### src/rtl/alu_muldiv_seq_pkg.sv
// Opcode constants, FSM encoding and opcode-class helpers shared by the sequential ALU.
package alu_muldiv_seq_pkg;

    localparam logic [3:0] ALU_AND   = 4'b0000;
    localparam logic [3:0] ALU_OR    = 4'b0001;
    localparam logic [3:0] ALU_ADD   = 4'b0010;
    localparam logic [3:0] ALU_SLTU  = 4'b0011;
    localparam logic [3:0] ALU_SUB   = 4'b0110;
    localparam logic [3:0] ALU_SLT   = 4'b0111;
    localparam logic [3:0] ALU_MULT  = 4'b1000;
    localparam logic [3:0] ALU_MULTU = 4'b1001;
    localparam logic [3:0] ALU_DIV   = 4'b1010;
    localparam logic [3:0] ALU_DIVU  = 4'b1011;
    localparam logic [3:0] ALU_MFHI  = 4'b1100;
    localparam logic [3:0] ALU_MFLO  = 4'b1101;

    typedef enum logic [1:0] {
        ST_IDLE = 2'd0,
        ST_RUN  = 2'd1,
        ST_FIX  = 2'd2
    } state_e;

    function automatic logic is_muldiv(input logic [3:0] op);
        return (op == ALU_MULT) || (op == ALU_MULTU) || (op == ALU_DIV) || (op == ALU_DIVU);
    endfunction

    function automatic logic is_signed_op(input logic [3:0] op);
        return (op == ALU_MULT) || (op == ALU_DIV);
    endfunction

    function automatic logic is_div_op(input logic [3:0] op);
        return (op == ALU_DIV) || (op == ALU_DIVU);
    endfunction

endpackage

### src/rtl/alu_muldiv_seq_muldiv.sv
// Iterative unsigned multiply (shift-add) / restoring divide datapath with step counter.
module muldiv_iter #(
    parameter int WIDTH = 32
) (
    input  logic             clk_i,
    input  logic             reset_i,
    input  logic             load_i,
    input  logic             step_i,
    input  logic             div_i,
    input  logic [WIDTH-1:0] a_mag_i,
    input  logic [WIDTH-1:0] b_mag_i,
    output logic [WIDTH-1:0] hi_n_o,
    output logic [WIDTH-1:0] lo_n_o,
    output logic             last_step_o
);

    localparam int CW = $clog2(WIDTH);

    logic [WIDTH-1:0] hi_q, hi_d, lo_q, lo_d, m_q;
    logic [CW-1:0]    cnt_q;
    logic             div_q;
    logic [WIDTH:0]   sum, shifted;
    logic [WIDTH-1:0] rem_sub;
    logic             ge;

    // hi/lo double as {product_hi, product_lo} for mul and {remainder, quotient} for div
    always_comb begin
        sum     = {1'b0, hi_q} + {1'b0, m_q};
        shifted = {hi_q, lo_q[WIDTH-1]};
        ge      = shifted >= {1'b0, m_q};
        rem_sub = shifted[WIDTH-1:0] - m_q;
        hi_d    = hi_q;
        lo_d    = lo_q;
        if (div_q) begin
            hi_d = ge ? rem_sub : shifted[WIDTH-1:0];
            lo_d = {lo_q[WIDTH-2:0], ge};
        end else if (lo_q[0]) begin
            hi_d = sum[WIDTH:1];
            lo_d = {sum[0], lo_q[WIDTH-1:1]};
        end else begin
            hi_d = {1'b0, hi_q[WIDTH-1:1]};
            lo_d = {hi_q[0], lo_q[WIDTH-1:1]};
        end
    end

    always_ff @(posedge clk_i) begin
        if (reset_i) begin
            hi_q  <= '0;
            lo_q  <= '0;
            m_q   <= '0;
            cnt_q <= '0;
            div_q <= 1'b0;
        end else if (load_i) begin
            hi_q  <= '0;
            lo_q  <= div_i ? a_mag_i : b_mag_i;
            m_q   <= div_i ? b_mag_i : a_mag_i;
            cnt_q <= '0;
            div_q <= div_i;
        end else if (step_i) begin
            hi_q  <= hi_d;
            lo_q  <= lo_d;
            cnt_q <= cnt_q + 1'b1;
        end
    end

    assign hi_n_o      = hi_q;
    assign lo_n_o      = lo_q;
    assign last_step_o = step_i && (cnt_q == CW'(WIDTH - 1));

endmodule

### src/rtl/alu_muldiv_seq.sv
// Sequential MIPS EX-stage ALU: single-cycle logic/arith ops plus iterative mul/div into HI/LO.
module alu_muldiv_seq
    import alu_muldiv_seq_pkg::*;
#(
    parameter int WIDTH = 32
) (
    input  logic             clk_i,
    input  logic             reset_i,
    input  logic             start_i,
    input  logic [3:0]       alucontrol_i,
    input  logic [WIDTH-1:0] a_i,
    input  logic [WIDTH-1:0] b_i,
    output logic [WIDTH-1:0] result_o,
    output logic             zero_o,
    output logic             busy_o,
    output logic             done_o,
    output logic [WIDTH-1:0] hi_o,
    output logic [WIDTH-1:0] lo_o
);

    state_e           state_q;
    logic [WIDTH-1:0] result_q, hi_q, lo_q, a_orig_q;
    logic             zero_q, busy_q, done_q;
    logic             div_q, neg_q, rneg_q, dz_q;

    logic             accept_md, sgn;
    logic [WIDTH-1:0] a_mag, b_mag, alu_res;
    logic [WIDTH-1:0] raw_hi, raw_lo, q_s, r_s, fix_hi, fix_lo;
    logic [2*WIDTH-1:0] prod, prod_s;
    logic             last_step;

    assign accept_md = (state_q == ST_IDLE) && start_i && is_muldiv(alucontrol_i);
    assign sgn       = is_signed_op(alucontrol_i);
    assign a_mag     = (sgn && a_i[WIDTH-1]) ? -a_i : a_i;
    assign b_mag     = (sgn && b_i[WIDTH-1]) ? -b_i : b_i;

    muldiv_iter #(.WIDTH(WIDTH)) u_iter (
        .clk_i       (clk_i),
        .reset_i     (reset_i),
        .load_i      (accept_md),
        .step_i      (state_q == ST_RUN),
        .div_i       (is_div_op(alucontrol_i)),
        .a_mag_i     (a_mag),
        .b_mag_i     (b_mag),
        .hi_n_o      (raw_hi),
        .lo_n_o      (raw_lo),
        .last_step_o (last_step)
    );

    always_comb begin
        alu_res = '0;
        case (alucontrol_i)
            ALU_AND:  alu_res = a_i & b_i;
            ALU_OR:   alu_res = a_i | b_i;
            ALU_ADD:  alu_res = a_i + b_i;
            ALU_SUB:  alu_res = a_i - b_i;
            ALU_SLT:  alu_res = {{(WIDTH-1){1'b0}}, $signed(a_i) < $signed(b_i)};
            ALU_SLTU: alu_res = {{(WIDTH-1){1'b0}}, a_i < b_i};
            ALU_MFHI: alu_res = hi_q;
            ALU_MFLO: alu_res = lo_q;
            default:  alu_res = '0;
        endcase
    end

    // Sign fix-up of the unsigned magnitude result; divide-by-zero returns the raw dividend
    always_comb begin
        prod   = {raw_hi, raw_lo};
        prod_s = neg_q ? -prod : prod;
        q_s    = neg_q ? -raw_lo : raw_lo;
        r_s    = rneg_q ? -raw_hi : raw_hi;
        fix_hi = prod_s[2*WIDTH-1:WIDTH];
        fix_lo = prod_s[WIDTH-1:0];
        if (div_q) begin
            fix_hi = dz_q ? a_orig_q : r_s;
            fix_lo = dz_q ? '1 : q_s;
        end
    end

    always_ff @(posedge clk_i) begin
        if (reset_i) begin
            state_q  <= ST_IDLE;
            result_q <= '0;
            zero_q   <= 1'b1;
            busy_q   <= 1'b0;
            done_q   <= 1'b0;
            hi_q     <= '0;
            lo_q     <= '0;
            a_orig_q <= '0;
            div_q    <= 1'b0;
            neg_q    <= 1'b0;
            rneg_q   <= 1'b0;
            dz_q     <= 1'b0;
        end else begin
            done_q <= 1'b0;
            case (state_q)
                ST_IDLE: begin
                    if (start_i && is_muldiv(alucontrol_i)) begin
                        state_q  <= ST_RUN;
                        busy_q   <= 1'b1;
                        a_orig_q <= a_i;
                        div_q    <= is_div_op(alucontrol_i);
                        neg_q    <= sgn && (a_i[WIDTH-1] ^ b_i[WIDTH-1]);
                        rneg_q   <= sgn && a_i[WIDTH-1];
                        dz_q     <= (b_i == '0);
                    end else if (start_i) begin
                        result_q <= alu_res;
                        zero_q   <= (alu_res == '0);
                        done_q   <= 1'b1;
                    end
                end
                ST_RUN: begin
                    if (last_step) state_q <= ST_FIX;
                end
                ST_FIX: begin
                    hi_q     <= fix_hi;
                    lo_q     <= fix_lo;
                    result_q <= fix_lo;
                    zero_q   <= (fix_lo == '0);
                    done_q   <= 1'b1;
                    busy_q   <= 1'b0;
                    state_q  <= ST_IDLE;
                end
                default: state_q <= ST_IDLE;
            endcase
        end
    end

    assign result_o = result_q;
    assign zero_o   = zero_q;
    assign busy_o   = busy_q;
    assign done_o   = done_q;
    assign hi_o     = hi_q;
    assign lo_o     = lo_q;

endmodule

### config.mk
export PLATFORM = sky130hd
export DESIGN_NAME = alu_muldiv_seq
export DESIGN_NICKNAME = d
export VERILOG_FILES = /design/src/rtl/alu_muldiv_seq_pkg.sv /design/src/rtl/alu_muldiv_seq_muldiv.sv /design/src/rtl/alu_muldiv_seq.sv
export SDC_FILE = /design/constraint.sdc
export NUM_CORES = 1
export LEC_CHECK = 0
export CORE_ASPECT_RATIO = 1.25
export CORE_MARGIN = 2
export CORE_UTILIZATION = 40
export CTS_CLUSTER_DIAMETER = 30
export DETAILED_ROUTE_END_ITERATION = 8
export PLACE_DENSITY = 0.55
export RECOVER_POWER = 100
export SYNTH_ARGS = -nofsm -noshare
export SYNTH_HDL_FRONTEND = slang
export SYNTH_SLANG_ARGS = --single-unit
### constraint.sdc
create_clock -name clk_i -period 4.5 [get_ports clk_i]
set_input_delay 0.9 -clock clk_i [delete_from_list [all_inputs] [get_ports clk_i]]
set_output_delay 0.9 -clock clk_i [all_outputs]
set_load 0.005 [all_outputs]
==> run_results.csv <==
group,metric,value,unit
outcome,outcome,"complete, but fails checks",
outcome,violations,"capacitance limit, slew limit",
global_routing,grt_max_degree,154,
synthesis,synth.avg_cell_area,7.071,um2
worst_setup_path,crit_chain,"or4_1 -> or3_1 -> nor3_1 -> nand4_1 -> clkbuf_1 -> or2_1 -> o21ai_0 -> xnor2_1 -> o211ai_1 -> a21oi_1",
floorplanning,num_rows,99,
clock_tree,cts_setup_buffers,0,
power_and_ir_drop,p_sw,3472,uW
clock_tree,cts_buffers,69,
synthesis,synth_commonest_cells,"nand2_1 (481), a21oi_1 (361), nor2_1 (240)",
cells_and_area,layout-drive-gt1-share,15.36,%
power_and_ir_drop,peakVddDrop,371.0,uV
routing,vias,27640,
worst_setup_path,cp_slowest_cell,"nor3_1",
routing,drc,0,
routing,routed_wl,118.3,mm
synthesis,synth_seq_area_share,20.41,%
routing,drt-pass1-iter-count,6,
cells_and_area,fin_cells,4541,
clock_tree,cts_root_buf,"clkbuf_16",
clock_tree,ctsHoldBuffers,0,
synthesis,synth_edf_count,0,
placed_design,placed_cell_area,28470,um2
placed_design,port_buffers,169,
global_routing,grt_pass1_wl,173.0,mm
floorplanning,die_w,220.5,um
floorplanning,fp.dieArea,60560,um2
power_and_ir_drop,power.share.clock,50.8,%
worst_setup_path,crit_end,"hi_o[26]$_SDFFE_PP0P_",
synthesis,yosysMostFrequentCell,"nand2_1",
clock_tree,numClockSinks,239,
global_routing,grt_usage,38.29,%
clock_tree,insertion_delay,0.63,ns
timing,layout_min_cycle_time,4.446,ns
global_routing,antenna_found_initial,1,
cells_and_area,fillCellCount,5790,
timing,setup_violations,0,
synthesis,synth_top_area_share,20.41,%
placed_design,placed_cells,4411,
synthesis,yosys_warnings,0,
timing,fin_crit_sh,98.81,%
placed_design,routabilityCongestion,1.049,
synthesis,syn_area,23440,um2
cells_and_area,seqCellArea,4792,um2
power_and_ir_drop,combPwrFrac,26.4,%
power_and_ir_drop,p_int,6604,uW
worst_setup_path,rr_worst_depth,10,
synthesis,synth_seq_cells,239,
worst_setup_path,cp.depth,10,
routing,ant_nets,0,
timing,finalHoldViolCount,0,
timing,fmax,224.9,MHz
power_and_ir_drop,switching_share,34.46,%
worst_setup_path,worst-path-max-fanout,11,
worst_setup_path,critical_path_class,"flip-flop to flip-flop",
synthesis,synthDistinctLibCells,86,
floorplanning,io_pins,170,
timing,maxSlewViolCount,49,
cells_and_area,nets,3978,
synthesis,synth_largest_area_cell,"dfxtp_1",
worst_setup_path,endpoint_kind,"flip-flop",
worst_setup_path,cp_data_arrival_time,4.83,ns
worst_setup_path,r2r_end,"hi_o[26]$_SDFFE_PP0P_",
timing,slew_headroom,-54.60,%
synthesis,ys_top_cells_by_area,"dfxtp_1 (20%), ha_1 (9.5%), a21oi_1 (7.7%)",
global_routing,grt_pass1_vias,26990,
cells_and_area,area_delta_synth_final,31.31,%
worst_setup_path,crit_required,4.89,ns
power_and_ir_drop,p_seq_share,22.8,%
synthesis,synth_fp_nets,3568,
clock_tree,cts.clk_slew.worst_paths,0.04,ns
cells_and_area,multi_input_area,17190,um2
clock_tree,cts_tree,"yes",
floorplanning,start_util,40.26,%
worst_setup_path,start_kind,"flip-flop",
worst_setup_path,crit_buf_inv,1,
run,drv_cap,1,
worst_setup_path,timing.rr.start,"u_iter.lo_n_o[24]$_SDFFE_PP0P_",
routing,wl_per_cell,26.05,um
power_and_ir_drop,p_per_area,327.3,nW/um2
clock_tree,cts_max_path_buffers,3,
routing,drt_iter0_drc,2619,
worst_setup_path,startpoint,"u_iter.lo_n_o[24]$_SDFFE_PP0P_",
worst_setup_path,critPathMaxStageDelay,1.11,ns
timing,tns,0,ns
routing,routed_via_density,6.087,
hold_path,worst_hold_path_type,"flip-flop to flip-flop",
timing,skew,0.02577,ns
floorplanning,die_height,274.6,um
cells_and_area,postLayoutCellArea,30780,um2
timing,rsz0062_at_grt,"no",
synthesis,syn_inst,3315,
worst_setup_path,reg2reg_setup_slack,0.05,ns
timing,worst_pin_slew,2.319,ns
synthesis,synth-async-reset-ratio,0,%
placed_design,dp_hpwl,94.25,mm
floorplanning,design.core.area,58220,um2
synthesis,dominantRegCellSynth,"dfxtp_1",
global_routing,grt-ovfl-total,0,
clock_tree,htreeDepth,3,
worst_setup_path,crit_family,"simple AND/OR/NAND/NOR gates",
power_and_ir_drop,p_leak,0.01267,uW
what timing repair did:
action | 4_1_cts | 5_1_grt
gates cloned | 0 | 0
endpoints found under the setup margin | 1 | 4
resized for setup | 1 | 12
pin swaps | 0 | 1
cells in the final DEF, fill, tap and decap left out, types with 28 or more instances in the layout:
master	instances
nand2_1	480
buf_4	387
a21oi_1	359
nor2_1	239
dfxtp_1	235
o21ai_0	195
ha_1	178
inv_1	152
xnor2_1	147
o211ai_1	140
dlygate4sd3_1	100
mux2i_1	70
clkbuf_16	69
clkdlybuf4s50_1	66
nor3_1	59
a211oi_1	59
xor2_1	58
nand3_1	54
a31oi_1	39
o31ai_1	35
a21o_1	35
or3_1	35
nor2b_1	31
nand2b_1	29
nand4_1	28
per-layer routing:
metal	global-route usage, %	vias up	wire length, um
li1	-	12810	-
met1	46.96	13250	47410
met2	62.74	1270	53710
met3	7.850	306	10050
met4	20.60	0	7139
met5	0	-	0
flip-flops by register name (all words and copies together), names as in the netlist, 2 cells and up:
signal and cells:
u_iter.lo_n_o 32, u_iter.m_q 32, state_q 2, u_iter.cnt_q 5, u_iter.hi_n_o 32, result_o 32, a_orig_q 32, lo_o 32
hi_o 32
area by class of cell:
| type | count | share of cell area (%) |
|---|---|---|
| tap | 757 | 3.077 |
| timing repair buffer | 591 | 15.66 |
| sequential | 239 | 15.57 |
| clock buffer | 86 | 6.207 |
| multi-input combinational | 2670 | 55.85 |
| antenna | 2 | 0.01626 |
| clock inverter | 42 | 1.744 |
| inverter | 154 | 1.878 |
logic make-up after synthesis:
| group | Yosys count | share of synthesized area, % |
|---|---|---|
| DFF | 239 | 20.41 |
| xor gates and xnor gates | 205 | 7.660 |
| buffers and inverters | 406 | 6.576 |
| adders and majority gates | 182 | 9.843 |
| and+or+nand+nor | 1104 | 21.81 |
| AOI/OAI and AO/OA | 1103 | 30.42 |
| muxes | 76 | 3.277 |
power by group through the flow:
stage / clock network, uW / logic, uW / registers (uW)
2_1_floorplan: 0 / 1450 / 2290
3_3_place_gp: 0 / 2670 / 2330
3_5_place_dp: 0 / 2680 / 2330
4_1_cts: 5150 / 2700 / 2300
5_1_grt: 5270 / 2840 / 2310
6_report: 5110 / 2660 / 2300
through the flow:
step | worst slack, ns | total power [uW] | hold slack (ns) | utilization [%]
6_report | 0.05369 | 10080 | 0.4583 | 52.87
4_1_cts | 0.07314 | 10150 | 0.4595 | 53.11
3_5_place_dp | -0.6673 | 5017 | 0.4510 | 48.90
5_1_grt | 0.007833 | 10420 | 0.4753 | 52.86
3_3_place_gp | -0.5378 | 5007 | 0.4425 | 48.90
2_1_floorplan | 0.5302 | 3737 | 0.4360 | -
tightest hold or removal path, delay by kind of cell (launching register included):
kind            cells  cell delay (ns)
compound gates      1             0.05
flops               1             0.31
simple gates        1             0.05
worst min path at each step:
| stage | startpoint | to | slack (ns) | depth (start not counted) |
|---|---|---|---|---|
| global placement | a_orig_q[13]$_SDFFE_PP0P_ | a_orig_q[13]$_SDFFE_PP0P_ | 0.44 | 2 |
| floorplan | a_orig_q[10]$_SDFFE_PP0P_ | a_orig_q[10]$_SDFFE_PP0P_ | 0.44 | 2 |
| finish | a_orig_q[14]$_SDFFE_PP0P_ | a_orig_q[14]$_SDFFE_PP0P_ | 0.46 | 2 |
| global route | a_orig_q[12]$_SDFFE_PP0P_ | a_orig_q[12]$_SDFFE_PP0P_ | 0.48 | 2 |
| CTS | a_orig_q[14]$_SDFFE_PP0P_ | a_orig_q[14]$_SDFFE_PP0P_ | 0.46 | 2 |
| detailed placement | a_orig_q[4]$_SDFFE_PP0P_ | a_orig_q[4]$_SDFFE_PP0P_ | 0.45 | 2 |
No activity file was read; power rests on OpenSTA's default activity.
